[src/rtl/hack_cpu_mc_pkg.sv]
// Shared types and C-instruction field positions for the multi-cycle Hack core.
package hack_cpu_mc_pkg;

  typedef enum logic [1:0] {
    FETCH  = 2'd0,
    DECODE = 2'd1,
    RD     = 2'd2,
    WR     = 2'd3
  } state_t;

  localparam int C_A_BIT  = 12;
  localparam int C_ZX_BIT = 11;
  localparam int C_NX_BIT = 10;
  localparam int C_ZY_BIT = 9;
  localparam int C_NY_BIT = 8;
  localparam int C_F_BIT  = 7;
  localparam int C_NO_BIT = 6;
  localparam int C_DA_BIT = 5;
  localparam int C_DD_BIT = 4;
  localparam int C_DM_BIT = 3;

  localparam int J_LT_BIT = 2;
  localparam int J_EQ_BIT = 1;
  localparam int J_GT_BIT = 0;

  function automatic logic jump_taken(input logic [2:0] j, input logic zr, input logic ng);
    logic po;
    po = ~zr & ~ng;
    return (j[J_LT_BIT] & ng) | (j[J_EQ_BIT] & zr) | (j[J_GT_BIT] & po);
  endfunction

endpackage

[src/rtl/hack_cpu_mc_alu.sv]
// Combinational Hack ALU at an arbitrary data width, with zero/negative flags.
module hack_alu_w #(
  parameter int DATA_W = 16
) (
  input  logic [DATA_W-1:0] i_x,
  input  logic [DATA_W-1:0] i_y,
  input  logic              i_zx,
  input  logic              i_nx,
  input  logic              i_zy,
  input  logic              i_ny,
  input  logic              i_f,
  input  logic              i_no,
  output logic [DATA_W-1:0] o_out,
  output logic              o_zr,
  output logic              o_ng
);

  logic [DATA_W-1:0] w_x1, w_x2, w_y1, w_y2, w_f;

  always_comb begin
    w_x1  = i_zx ? '0 : i_x;
    w_x2  = i_nx ? ~w_x1 : w_x1;
    w_y1  = i_zy ? '0 : i_y;
    w_y2  = i_ny ? ~w_y1 : w_y1;
    w_f   = i_f ? (w_x2 + w_y2) : (w_x2 & w_y2);
    o_out = i_no ? ~w_f : w_f;
    o_zr  = (o_out == '0);
    o_ng  = o_out[DATA_W-1];
  end

endmodule

[src/rtl/hack_cpu_mc.sv]
// Multi-cycle Hack CPU with handshaked fetch and data memory.
// Optional performance counters are compiled in with HACK_CPU_MC_PERF_EN.
module hack_cpu_mc
  import hack_cpu_mc_pkg::*;
#(
  parameter int DATA_W = 16,
  parameter int ADDR_W = 15
) (
  input  logic              clock,
  input  logic              reset,
  output logic              instr_req,
  output logic [ADDR_W-1:0] instr_addr,
  input  logic [DATA_W-1:0] instr,
  input  logic              instr_valid,
  output logic              mem_rd,
  output logic              mem_wr,
  output logic [ADDR_W-1:0] mem_addr,
  output logic [DATA_W-1:0] mem_wr_data,
  input  logic [DATA_W-1:0] mem_rd_data,
  input  logic              mem_ready,
  output logic [31:0]       retired_cnt,
  output logic [31:0]       stall_cnt,
  output logic [1:0]        dbg_state,
  output logic [DATA_W-1:0] dbg_a,
  output logic [DATA_W-1:0] dbg_d
);

  // Handshakes: a request (instr_req, mem_rd, mem_wr) holds with stable
  // address/data until the matching instr_valid/mem_ready is seen high on a
  // rising edge; responses arriving outside the owning state are ignored.

  state_t            r_state, w_next;
  logic [DATA_W-1:0] r_ir, r_a, r_d, r_res;
  logic [ADDR_W-1:0] r_pc;
  logic              r_res_zr, r_res_ng;

  logic              w_commit, w_latch;
  logic              w_is_c, w_a_sel, w_dest_a, w_dest_d, w_dest_m;
  logic [DATA_W-1:0] w_alu_y, w_alu_out, w_cres;
  logic              w_alu_zr, w_alu_ng, w_czr, w_cng, w_jump;
  logic [ADDR_W-1:0] w_pc_inc;

  assign w_is_c   = r_ir[DATA_W-1];
  assign w_a_sel  = r_ir[C_A_BIT];
  assign w_dest_a = r_ir[C_DA_BIT];
  assign w_dest_d = r_ir[C_DD_BIT];
  assign w_dest_m = r_ir[C_DM_BIT];
  assign w_alu_y  = w_a_sel ? mem_rd_data : r_a;

  hack_alu_w #(.DATA_W(DATA_W)) u_alu (
    .i_x  (r_d),
    .i_y  (w_alu_y),
    .i_zx (r_ir[C_ZX_BIT]),
    .i_nx (r_ir[C_NX_BIT]),
    .i_zy (r_ir[C_ZY_BIT]),
    .i_ny (r_ir[C_NY_BIT]),
    .i_f  (r_ir[C_F_BIT]),
    .i_no (r_ir[C_NO_BIT]),
    .o_out(w_alu_out),
    .o_zr (w_alu_zr),
    .o_ng (w_alu_ng)
  );

  // In WR the read data is gone, so commit from the latched result and flags.
  assign w_cres   = (r_state == WR) ? r_res    : w_alu_out;
  assign w_czr    = (r_state == WR) ? r_res_zr : w_alu_zr;
  assign w_cng    = (r_state == WR) ? r_res_ng : w_alu_ng;
  assign w_jump   = jump_taken(r_ir[2:0], w_czr, w_cng);
  assign w_pc_inc = r_pc + {{(ADDR_W-1){1'b0}}, 1'b1};

  always_comb begin
    w_next    = r_state;
    w_commit  = 1'b0;
    w_latch   = 1'b0;
    instr_req = 1'b0;
    mem_rd    = 1'b0;
    mem_wr    = 1'b0;
    case (r_state)
      FETCH: begin
        instr_req = reset;
        if (instr_valid) w_next = DECODE;
      end
      DECODE: begin
        if (!w_is_c) begin
          w_commit = 1'b1;
          w_next   = FETCH;
        end else if (w_a_sel) begin
          w_next = RD;
        end else if (w_dest_m) begin
          w_latch = 1'b1;
          w_next  = WR;
        end else begin
          w_commit = 1'b1;
          w_next   = FETCH;
        end
      end
      RD: begin
        mem_rd = 1'b1;
        if (mem_ready) begin
          if (w_dest_m) begin
            w_latch = 1'b1;
            w_next  = WR;
          end else begin
            w_commit = 1'b1;
            w_next   = FETCH;
          end
        end
      end
      WR: begin
        mem_wr = 1'b1;
        if (mem_ready) begin
          w_commit = 1'b1;
          w_next   = FETCH;
        end
      end
      default: w_next = FETCH;
    endcase
  end

  always_ff @(posedge clock) begin
    if (!reset) begin
      r_state  <= FETCH;
      r_ir     <= '0;
      r_a      <= '0;
      r_d      <= '0;
      r_pc     <= '0;
      r_res    <= '0;
      r_res_zr <= 1'b0;
      r_res_ng <= 1'b0;
    end else begin
      r_state <= w_next;
      if (r_state == FETCH && instr_valid) r_ir <= instr;
      if (w_latch) begin
        r_res    <= w_alu_out;
        r_res_zr <= w_alu_zr;
        r_res_ng <= w_alu_ng;
      end
      if (w_commit) begin
        if (!w_is_c) begin
          r_a  <= {1'b0, r_ir[DATA_W-2:0]};
          r_pc <= w_pc_inc;
        end else begin
          if (w_dest_a) r_a <= w_cres;
          if (w_dest_d) r_d <= w_cres;
          r_pc <= w_jump ? r_a[ADDR_W-1:0] : w_pc_inc;
        end
      end
    end
  end

  assign instr_addr  = r_pc;
  assign mem_addr    = r_a[ADDR_W-1:0];
  assign mem_wr_data = r_res;
  assign dbg_state   = r_state;
  assign dbg_a       = r_a;
  assign dbg_d       = r_d;

`ifdef HACK_CPU_MC_PERF_EN
  logic [31:0] r_retired, r_stall;
  logic        w_stall;

  assign w_stall = (instr_req & ~instr_valid) | ((mem_rd | mem_wr) & ~mem_ready);

  always_ff @(posedge clock) begin
    if (!reset) begin
      r_retired <= '0;
      r_stall   <= '0;
    end else begin
      if (w_commit) r_retired <= r_retired + 32'd1;
      if (w_stall)  r_stall   <= r_stall + 32'd1;
    end
  end

  assign retired_cnt = r_retired;
  assign stall_cnt   = r_stall;
`else
  assign retired_cnt = '0;
  assign stall_cnt   = '0;
`endif

endmodule

[config.mk]
export PLATFORM = sky130hd
export DESIGN_NAME = hack_cpu_mc
export DESIGN_NICKNAME = d
export VERILOG_FILES = /design/src/rtl/hack_cpu_mc_pkg.sv /design/src/rtl/hack_cpu_mc_alu.sv /design/src/rtl/hack_cpu_mc.sv
export SDC_FILE = /design/constraint.sdc
export NUM_CORES = 1
export LEC_CHECK = 0
export ABC_AREA = 0
export BUFFER_PORTS_ARGS = -buffer_cell sky130_fd_sc_hd__buf_4
export CAP_MARGIN = 15
export CORE_MARGIN = 5
export CORE_UTILIZATION = 30
export CTS_BUF_LIST = sky130_fd_sc_hd__clkbuf_8
export DETAILED_ROUTE_END_ITERATION = 10
export PLACE_DENSITY = 0.65
export SYNTH_ARGS = -nofsm -noshare
export SYNTH_HDL_FRONTEND = slang
export SYNTH_HIERARCHICAL = 1
export SYNTH_SLANG_ARGS = --single-unit
[constraint.sdc]
create_clock -name clock -period 6 [get_ports clock]
set_clock_uncertainty 0.15 [all_clocks]
set_input_delay 1.2 -clock clock [delete_from_list [all_inputs] [get_ports clock]]
set_output_delay 1.2 -clock clock [all_outputs]
set_load 0.005 [all_outputs]
==> reports/metrics.cfg, run 1 <==
[clock_tree]
insertion_delay_ns=0.37
cts_hold_buffers=0
htree_num_levels=3
clk_pin_slew_worst_paths_ns=0.10
cts_tree=done
cts_buffers=9
root_buffer=clkbuf_8
cts_buffer_depth=2
clock_sinks=83

[floorplan]
die_w_um=158
pin_count=183
fp.dieH_um=158
std_cell_rows=54
die-area_sq_um=24800
initial_utilization=0.302
core_area_sq_um=21600

[placement]
portBuffers=118
hpwl_um=15500
gp_congestion=0.911
dp_cells=1214

[synth]
ys_top_cells_by_area=dfxtp_1 25%, buf_4 9.5%, mux2i_1 9.2%
netlist_instances=816
synth-main-ff-cell=dfxtp_1
ys_async_sr_fraction=0
yosysTopAreaCell=dfxtp_1
ys_types=77
synth_seq_cells=83
synth-edff-count=0
syn_area_sq_um=6540
yosys-top-cells-count=88 x nor2_1, 83 x buf_4, 83 x dfxtp_1
yosysWarnings=6
syn-mean-instance-area_sq_um=8.01
synth_seq_area_share=0.254
yosysMostFrequentCell=nor2_1
synth_top_cell_area_share=0.254

[worst_setup_path]
crit_type=in2reg
arrival_ns=5.95
crit_required_ns=6.11
path_max_fanout=9
critPathCaptureType=flop
ff2ff_path_depth=19
crit_path_start_kind=input port

[global_route]
antenna_found_initial=0
grt_pass1_wl_um=30700
grt_pass1_vias=5646
grt_max_degree=71
gr-total-overflow=0
grt_util_all_layers=0.154

[timing]
rsz0062_at_grt=false
hold_viol=0
final-max-slew-violation-count=0
worstMarginPinSlew_ns=0.771
setup_viol=0
period_needed_ns=5.84
fin_hold_ws_ns=0.334
fin_crit_sh=0.973
fmax_mhz=171
slew_headroom=0.486

[finish]
fin_cells=1230
final_nets=1004
diodes=0
fillers=2235
area_delta_synth_final_pct=21.8
layout-drive-gt1-share=0.257

[drt]
drt_wl_total_um=19900
postRouteAntennaNets=0
dr.pass1.iters=5
via_per_inst=4.93
vias=6068
wl_per_cell_um=16.2
first_iter_violations=317
drcViolationCount=0

[hold_path]
hp-class=reg2reg
hold_path_depth=2

[outcome]
status=finished clean

[power_and_ir_drop]
pwr_density_cell_nw_per_um2=177
irDropWorstVdd_v=0.0000868
power.leakage_nw=3.23

[job]
drv_cap=0

==> metal layers <==
metal | global-route usage | share of wire
met5 | 0 | 0
met4 | 0.0295 | 0.011
met1 | 0.208 | 0.45
met3 | 0.0290 | 0.063
met2 | 0.260 | 0.48
==> through the flow <==
step / TNS, ns / utilization / cell area (sq um) / worst slack (ns) / power [mW]
after CTS: 0 / 0.365 / 7900 / 0.0957 / 1.41
after global routing: 0 / 0.368 / 7960 / 0.0411 / 1.48
after global placement: -1.36 / 0.356 / 7700 / -0.187 / 0.981
final: 0 / 0.368 / 7960 / 0.160 / 1.41
after detailed placement: -2.91 / 0.356 / 7700 / -0.290 / 0.983
after floorplan: 0 / - / 6770 / 0.127 / 0.873
==> power breakdown <==
| part | total, mW | switching [mW] | internal, mW | leakage, nW |
|---|---|---|---|---|
| clock | 0.425 | 0.230 | 0.196 | 0.104 |
| combinational | 0.403 | 0.222 | 0.181 | 2.45 |
| sequential | 0.581 | 0.0179 | 0.564 | 0.672 |
| total | 1.41 | 0.469 | 0.940 | 3.23 |
==> path summary, 6_finish.rpt <==
kind / start / end / slack, ns
worst max-delay path: mem_rd_data[0] / instr_addr[14] / 0.16
worst min-delay path: r_ir[9] / r_ir[9] / 0.33
worst max register to register: r_ir[12] / instr_addr[14] / 0.41
worst min register to register: r_ir[9] / r_ir[9] / 0.33
==> flip-flops by register name, indices dropped and copies added, names as in the netlist <==
register     cells
dbg_d           16
r_res_zr         1
mem_wr_data     16
instr_addr      15
dbg_a           16
r_res_ng         1
dbg_state        2
r_ir            16
==> logic make-up after synthesis <==
logic type | count (synthesis) | share of synthesized area
buffers and inverters | 139 | 0.132
other | 1 | 0.000574
AOI/OAI and AO/OA | 169 | 0.172
and+or+nand+nor | 271 | 0.202
muxes | 80 | 0.127
adders and majority gates | 23 | 0.0452
DFF | 83 | 0.254
xor gates and xnor gates | 50 | 0.0670
==> cell usage in the layout, fill, tap and decap left out, types with 3 or more instances in the layout <==
master,netlist,routed
o21ai_1,3,4
mux2i_1,60,60
o311ai_0,3,3
inv_1,11,11
a211oi_1,19,19
o211ai_1,6,6
a31oi_1,8,8
nor2b_1,8,8
o31ai_1,3,3
a21oi_1,58,58
o21ai_0,21,20
conb_1,1,64
a21o_1,4,4
or3_1,3,3
and2_1,4,4
xnor2_1,48,48
nand2b_1,38,38
nand2_1,72,72
clkbuf_8,0,9
dfxtp_1,83,83
mux2_2,18,18
buf_4,83,178
ha_1,22,21
and3_1,7,7
nor3_1,11,11
nand3_1,11,11
nand4_1,8,8
nor2_1,88,88
o22ai_1,10,10
==> area by class of cell <==
type / count / area, sq um / area share
timing repair buffer: 182 / 1400 / 0.176
multi-input combinational: 657 / 4310 / 0.541
sequential: 83 / 1660 / 0.209
inverter: 12 / 45.0 / 0.00566
clock inverter: 7 / 75.1 / 0.00943
tap: 280 / 350 / 0.0440
clock buffer: 9 / 124 / 0.0156
==> critical path, cell delays in order <==
cell	delay, ns
buf_4	0.11
mux2_2	0.26
nand2b_1	0.08
xnor2_1	0.12
ha_2	0.22
fa_2	0.24
a211oi_4	0.08
buf_4	0.14
or4_4	0.48
nand2_4	0.10
o22ai_2	0.07
or4_4	0.50
a221o_1	0.40
or4b_4	0.51
nor4_4	0.27
buf_4	0.16
nor3_1	0.04
o21a_2	0.26
o21a_4	0.24
and3_1	0.17
o41a_1	0.29
==> what timing repair did <==
item	4_1_cts	5_1_grt
buffers inserted	0	0
gates resized for setup	0	15
endpoints found under the setup margin	0	14
No activity file was read; power rests on OpenSTA's default activity.
==> inputs of run 2 (changes only) <==
--- a/config.mk
+++ b/config.mk
@@ -13,6 +13,7 @@
 export CTS_BUF_LIST = sky130_fd_sc_hd__clkbuf_8
 export DETAILED_ROUTE_END_ITERATION = 10
 export PLACE_DENSITY = 0.65
+export RECOVER_POWER = 25
 export SYNTH_ARGS = -nofsm -noshare
 export SYNTH_HDL_FRONTEND = slang
 export SYNTH_HIERARCHICAL = 1
==> reports/metrics.cfg, run 2 (synthesized netlist as in run 1, its figures left out) <==
[clock_tree]
cts_buffer_depth=2  ; unchanged
cts_buffers=9  ; unchanged
root_buffer=clkbuf_8
htree_num_levels=3  ; unchanged
clk_pin_slew_worst_paths_ns=0.10  ; about the same
post_cts_buffers=0  ; unchanged
cts-resized-gates=0  ; unchanged
cts_tree=done
clock_sinks=83  ; unchanged
insertion_delay_ns=0.37  ; about the same
cts_hold_buffers=0  ; unchanged

[drt]
drcViolationCount=0  ; unchanged
drt_wl_total_um=20000  ; +0.50%
postRouteAntennaNets=0  ; unchanged
dr.pass1.iters=4  ; -1
vias=6072  ; +0.066%
via_per_inst=4.94  ; about the same
first_iter_violations=324  ; +2.2%
wl_per_cell_um=16.3  ; +0.50%

[global_route]
antenna_found_initial=0  ; unchanged
grt_max_degree=71  ; unchanged
grt_util_all_layers=0.154  ; unchanged
gr-total-overflow=0  ; unchanged
grt_pass1_wl_um=30700  ; unchanged
grt_pass1_vias=5646  ; unchanged

[finish]
final_cell_mix=154 x buf_4, 88 x nor2_1, 83 x dfxtp_1, 72 x nand2_1, 64 x conb_1
post-route-cell-area_sq_um=7930  ; -0.47%
area_delta_synth_final_pct=21.3
final_common_cell=buf_4
fillers=2246  ; +0.49%
diodes=0  ; unchanged
layout-drive-gt1-share=0.245  ; -0.0116
final_nets=1004  ; unchanged

[timing]
final-max-slew-violation-count=0  ; unchanged
fmax_mhz=171  ; +0.14%
setup_viol=0  ; unchanged
worstMarginPinSlew_ns=0.805  ; +0.0333 ns
rsz0062_at_grt=false
slew_headroom=0.464  ; -0.0222
period_needed_ns=5.83  ; -0.00817 ns
fin_crit_sh=0.972  ; -0.00136
hold_viol=0  ; unchanged
timing.setup.tns_ns=0  ; unchanged

[worst_setup_path]
crit_path_start_kind=input port
cp.buffers_inverters=3  ; unchanged
cp_top_family=simple AND/OR/NAND/NOR gates
path_max_fanout=9  ; unchanged
r2r_slack_ns=0.41  ; about the same
arrival_ns=5.94  ; about the same
r2r-start=r_ir[12]
critPathSlowestCell=or4b_4
critPathMostFrequentCell=buf_4
cpPeakStageDelay_ns=0.51  ; about the same
r2r-end=instr_addr[14]
crit_type=in2reg
path_cells=buf_4 -> mux2_2 -> nand2b_1 -> xnor2_1 -> ha_2 -> fa_2 -> a211oi_4 -> buf_4 -> or4_4 -> nand2_4 -> o22ai_2 -> or4_4 -> a221o_1 -> or4b_4 -> nor4_4 -> buf_4 -> nor3_1 -> o21a_2 -> o21a_4 -> and3_1 -> o41a_1
critPathCaptureType=flop
ff2ff_path_depth=19  ; unchanged
crit_required_ns=6.11  ; about the same

[floorplan]
initial_utilization=0.302  ; unchanged
pin_count=183  ; unchanged
die_w_um=158  ; unchanged
std_cell_rows=54  ; unchanged
die-area_sq_um=24800  ; unchanged
core_area_sq_um=21600  ; unchanged
fp.dieH_um=158  ; unchanged

[power_and_ir_drop]
pwr_density_cell_nw_per_um2=178  ; +0.56%
power.leakage_nw=3.18  ; -1.5%
irDropWorstVdd_v=0.0000867  ; about the same

[placement]
placed_cell_area_sq_um=7700  ; unchanged
hpwl_um=15500  ; unchanged
portBuffers=118  ; unchanged
gp_congestion=0.911  ; unchanged

[hold_path]
hp-class=reg2reg
hold_path_depth=2  ; unchanged
whs_endpoint=r_ir[9]
hold_start=r_ir[9]

[outcome]
status=finished clean

[job]
drv_cap=0  ; unchanged

==> run 2: worst max path at each step <==
stage | depth (start not counted) | to | slack, ns | startpoint
2_1_floorplan | 19 | instr_addr[14] | 0.13 | mem_rd_data[0]
3_3_place_gp | 21 | instr_addr[14] | -0.19 | mem_rd_data[0]
3_5_place_dp | 21 | instr_addr[14] | -0.29 | mem_rd_data[0]
4_1_cts | 21 | instr_addr[14] | 0.1 | mem_rd_data[0]
5_1_grt | 21 | instr_addr[14] | 0.04 | mem_rd_data[0]
6_report | 21 | instr_addr[14] | 0.17 | mem_rd_data[0]
==> run 2: cell type report <==
class                   count  area [sq um]  share of cell area
repair buffers            182          1360               0.172
clock buffers               9           124              0.0156
well taps                 280           350              0.0442
flip-flops and latches     83          1660               0.210
multi-input cells         657          4310               0.544
clock inverters             7          75.1             0.00947
inverters                  12          45.0             0.00568
==> run 2: worst register-to-register path: stages (launching register included) <==
cell      delay, ns
dfxtp_1        0.51
buf_12         0.20
mux2_2         0.35
nand2b_1       0.08
xnor2_1        0.07
ha_1           0.38
nand4_1        0.18
or4_4          0.56
nand2_4        0.10
o22ai_2        0.07
or4_4          0.49
a221o_1        0.40
or4b_4         0.51
nor4_4         0.27
buf_4          0.16
nor3_1         0.04
o21a_2         0.26
o21a_4         0.24
and3_1         0.17
o41a_1         0.29
==> run 2: report_power, final <==
| part | total [mW] | switching, mW | internal (mW) |
|---|---|---|---|
| sequential | 0.581 | 0.0179 | 0.564 |
| combinational | 0.403 | 0.222 | 0.181 |
| clock | 0.427 | 0.231 | 0.196 |
| total | 1.41 | 0.471 | 0.940 |
==> run 2: through the flow <==
stage | std cells | utilization | hold slack, ns | setup slack (ns) | power [mW]
finish | 1230 | 0.367 | 0.335 | 0.168 | 1.41
global placement | 1214 | 0.356 | 0.322 | -0.187 | 0.981
floorplan | 879 | - | 0.287 | 0.127 | 0.873
CTS | 1230 | 0.365 | 0.341 | 0.0957 | 1.41
global route | 1230 | 0.367 | 0.372 | 0.0411 | 1.48
detailed placement | 1214 | 0.356 | 0.325 | -0.290 | 0.983
==> run 2: layer usage <==
layer  global-route usage  up-vias  share of wire
met4               0.0295        0          0.011
met3               0.0290       17          0.062
li1                     -     2976              -
met2                0.260      207           0.48
met1                0.208     2872           0.45
met5                    0        -              0
==> inputs of run 3 (changes only) <==
--- a/config.mk
+++ b/config.mk
@@ -6,13 +6,12 @@
 export NUM_CORES = 1
 export LEC_CHECK = 0
 export ABC_AREA = 0
-export BUFFER_PORTS_ARGS = -buffer_cell sky130_fd_sc_hd__buf_4
+export BUFFER_PORTS_ARGS = -buffer_cell sky130_fd_sc_hd__buf_2
 export CAP_MARGIN = 15
 export CORE_MARGIN = 5
 export CORE_UTILIZATION = 30
 export CTS_BUF_LIST = sky130_fd_sc_hd__clkbuf_8
 export DETAILED_ROUTE_END_ITERATION = 10
-export PLACE_DENSITY = 0.65
 export RECOVER_POWER = 25
 export SYNTH_ARGS = -nofsm -noshare
 export SYNTH_HDL_FRONTEND = slang
==> reports/metrics.cfg, run 3 (synthesized netlist as in run 1, its figures left out) <==
[outcome]
status=finished clean

[worst_setup_path]
ff2ff_path_depth=20  ; +1
cpPeakStageDelay_ns=0.53  ; +0.02 ns
r2r_slack_ns=0.38  ; -0.03 ns
r2r-end=instr_addr[13]
crit_type=in2reg
worstSetupStartpoint=mem_rd_data[0]
crit_required_ns=6.11  ; about the same
r2r-start=r_ir[12]
critPathSlowestCell=or4b_4
cp.buffers_inverters=4  ; +1
cp_top_family=simple AND/OR/NAND/NOR gates
path_cells=buf_2 -> mux2_2 -> nand2b_1 -> xnor2_1 -> ha_2 -> fa_2 -> a211oi_4 -> buf_4 -> or4_4 -> nand2_4 -> o22ai_2 -> or4_4 -> a221o_1 -> or4b_4 -> nor4_4 -> nor3_1 -> o21a_1 -> o21ai_4 -> buf_6 -> buf_4 -> mux2i_1 -> o22ai_1
arrival_ns=5.96  ; +0.02 ns
crit_path_start_kind=input port
path_max_fanout=7  ; -2
critPathCaptureType=flop

[power_and_ir_drop]
p_total_mw=1.40  ; -1.1%
pwr_density_cell_nw_per_um2=182  ; +2.3%
power.leakage_nw=3.15  ; -0.88%
irDropWorstVdd_v=0.0000864  ; -0.32%

[hold_path]
hp-class=reg2reg
hold_start=r_ir[9]
hold_path_depth=2  ; unchanged
whs_endpoint=r_ir[9]

[clock_tree]
cts_buffer_depth=2  ; unchanged
clk_pin_slew_worst_paths_ns=0.10  ; about the same
htree_num_levels=3  ; unchanged
cts_buffers=9  ; unchanged
insertion_delay_ns=0.39  ; +0.02 ns
root_buffer=clkbuf_8
clock_sinks=83  ; unchanged
cts_tree=done

[drt]
postRouteAntennaNets=0  ; unchanged
drcViolationCount=0  ; unchanged
drt_wl_total_um=19900  ; -0.32%
vias=6000  ; -1.2%
via_per_inst=4.85  ; -1.7%
wl_per_cell_um=16.1  ; -0.80%
dr.pass1.iters=5  ; +1
first_iter_violations=322  ; -0.62%

[global_route]
grt_pass1_wl_um=30200  ; -1.7%
met1_usage=0.205  ; -0.00317
gr-total-overflow=0  ; unchanged
grt_max_degree=71  ; unchanged
globalRouteMet3Util=0.0213  ; -0.00765
top_usage_layer=met2
antenna_found_initial=0  ; unchanged
grtUsageMet2=0.260  ; -0.000611
grt_util_all_layers=0.153  ; -0.00126
grt_pass1_vias=5581  ; -1.2%

[timing]
period_needed_ns=5.85  ; +0.0171 ns
fin_hold_ws_ns=0.321  ; -0.0134 ns
final-max-slew-violation-count=0  ; unchanged
fmax_mhz=171  ; -0.29%
fin_crit_sh=0.975  ; +0.00285
worstMarginPinSlew_ns=1.13  ; +0.324 ns
rsz0062_at_grt=false
slew_headroom=0.248  ; -0.216
setup_viol=0  ; unchanged
hold_viol=0  ; unchanged

[floorplan]
initial_utilization=0.302  ; unchanged
pin_count=183  ; unchanged
die-area_sq_um=24800  ; unchanged
die_w_um=158  ; unchanged
std_cell_rows=54  ; unchanged
core_area_sq_um=21600  ; unchanged
fp.dieH_um=158  ; unchanged

[finish]
utilization=0.354  ; -0.0124
final_cell_mix=100 x buf_2, 88 x nor2_1, 83 x dfxtp_1, 72 x nand2_1, 68 x buf_4
area_delta_synth_final_pct=17.2
final_nets=1010  ; +0.60%
final_common_cell=buf_2
diodes=0  ; unchanged
layout-drive-gt1-share=0.238  ; -0.00677

[placement]
hpwl_um=15500  ; about the same
portBuffers=118  ; unchanged
gp_congestion=0.859  ; -5.7%

[job]
drv_cap=0  ; unchanged

[run 3: cell count changes in the layout (fill, tap and decap cells not counted), moves of 2 or more]
cell	previous run	this run
clkinvlp_4	0	2
clkbuf_1	10	18
clkinv_4	2	0
buf_2	0	100
buf_4	154	68
clkbuf_4	14	0
[run 3: worst max path at each step]
stage / to / slack (ns) / cells after the start
after CTS: instr_addr[14] / 0.08 / 20
after floorplan: instr_addr[14] / 0.13 / 19
final: instr_addr[13] / 0.15 / 22
after detailed placement: instr_addr[14] / -0.32 / 20
after global routing: instr_addr[3] / 0.002 / 21
after global placement: instr_addr[14] / -0.28 / 20
[run 3: tightest hold or removal path: cells and delay by family (launching register included)]
family / cells / cell delay (ns)
DFF: 1 / 0.33
and+or+nand+nor: 1 / 0.05
AOI/OAI and AO/OA: 1 / 0.05
[run 3: stage by stage]
| stage | setup TNS, ns | std cells | instance area [sq um] | worst slack (ns) |
|---|---|---|---|---|
| after detailed placement | -2.07 | 1218 | 7420 | -0.319 |
| after floorplan | 0 | 879 | 6770 | 0.127 |
| after global placement | -1.53 | 1218 | 7420 | -0.280 |
| after CTS | 0 | 1234 | 7620 | 0.0793 |
| after global routing | 0 | 1236 | 7660 | 0.00234 |
| final | 0 | 1236 | 7660 | 0.151 |
[run 3: cell type report]
| type | count | area [sq um] |
|---|---|---|
| clock buffers | 9 | 124 |
| clock inverters | 7 | 67.6 |
| fillers | 2338 | 14000 |
| inverters | 12 | 45.0 |
| multi-input cells | 657 | 4300 |
| flip-flops and latches | 83 | 1660 |
| well taps | 280 | 350 |
| repair buffers | 188 | 1110 |
[run 3: repair_timing]
item | CTS | global route
setup endpoints to repair | 0 | 11
buffers inserted | 0 | 2
gates resized for setup | 0 | 11
hold buffers | 0 | 0
[run 3: routing by layer]
layer / share of wire / vias up
met5: 0 / -
met4: 0.017 / 0
met3: 0.050 / 28
met2: 0.48 / 187
met1: 0.45 / 2789
li1: - / 2996
[run 3: where the power goes]
group | internal [mW] | switching [mW]
Clock | 0.191 | 0.228
Combinational | 0.174 | 0.221
Sequential | 0.563 | 0.0180
Total | 0.928 | 0.467
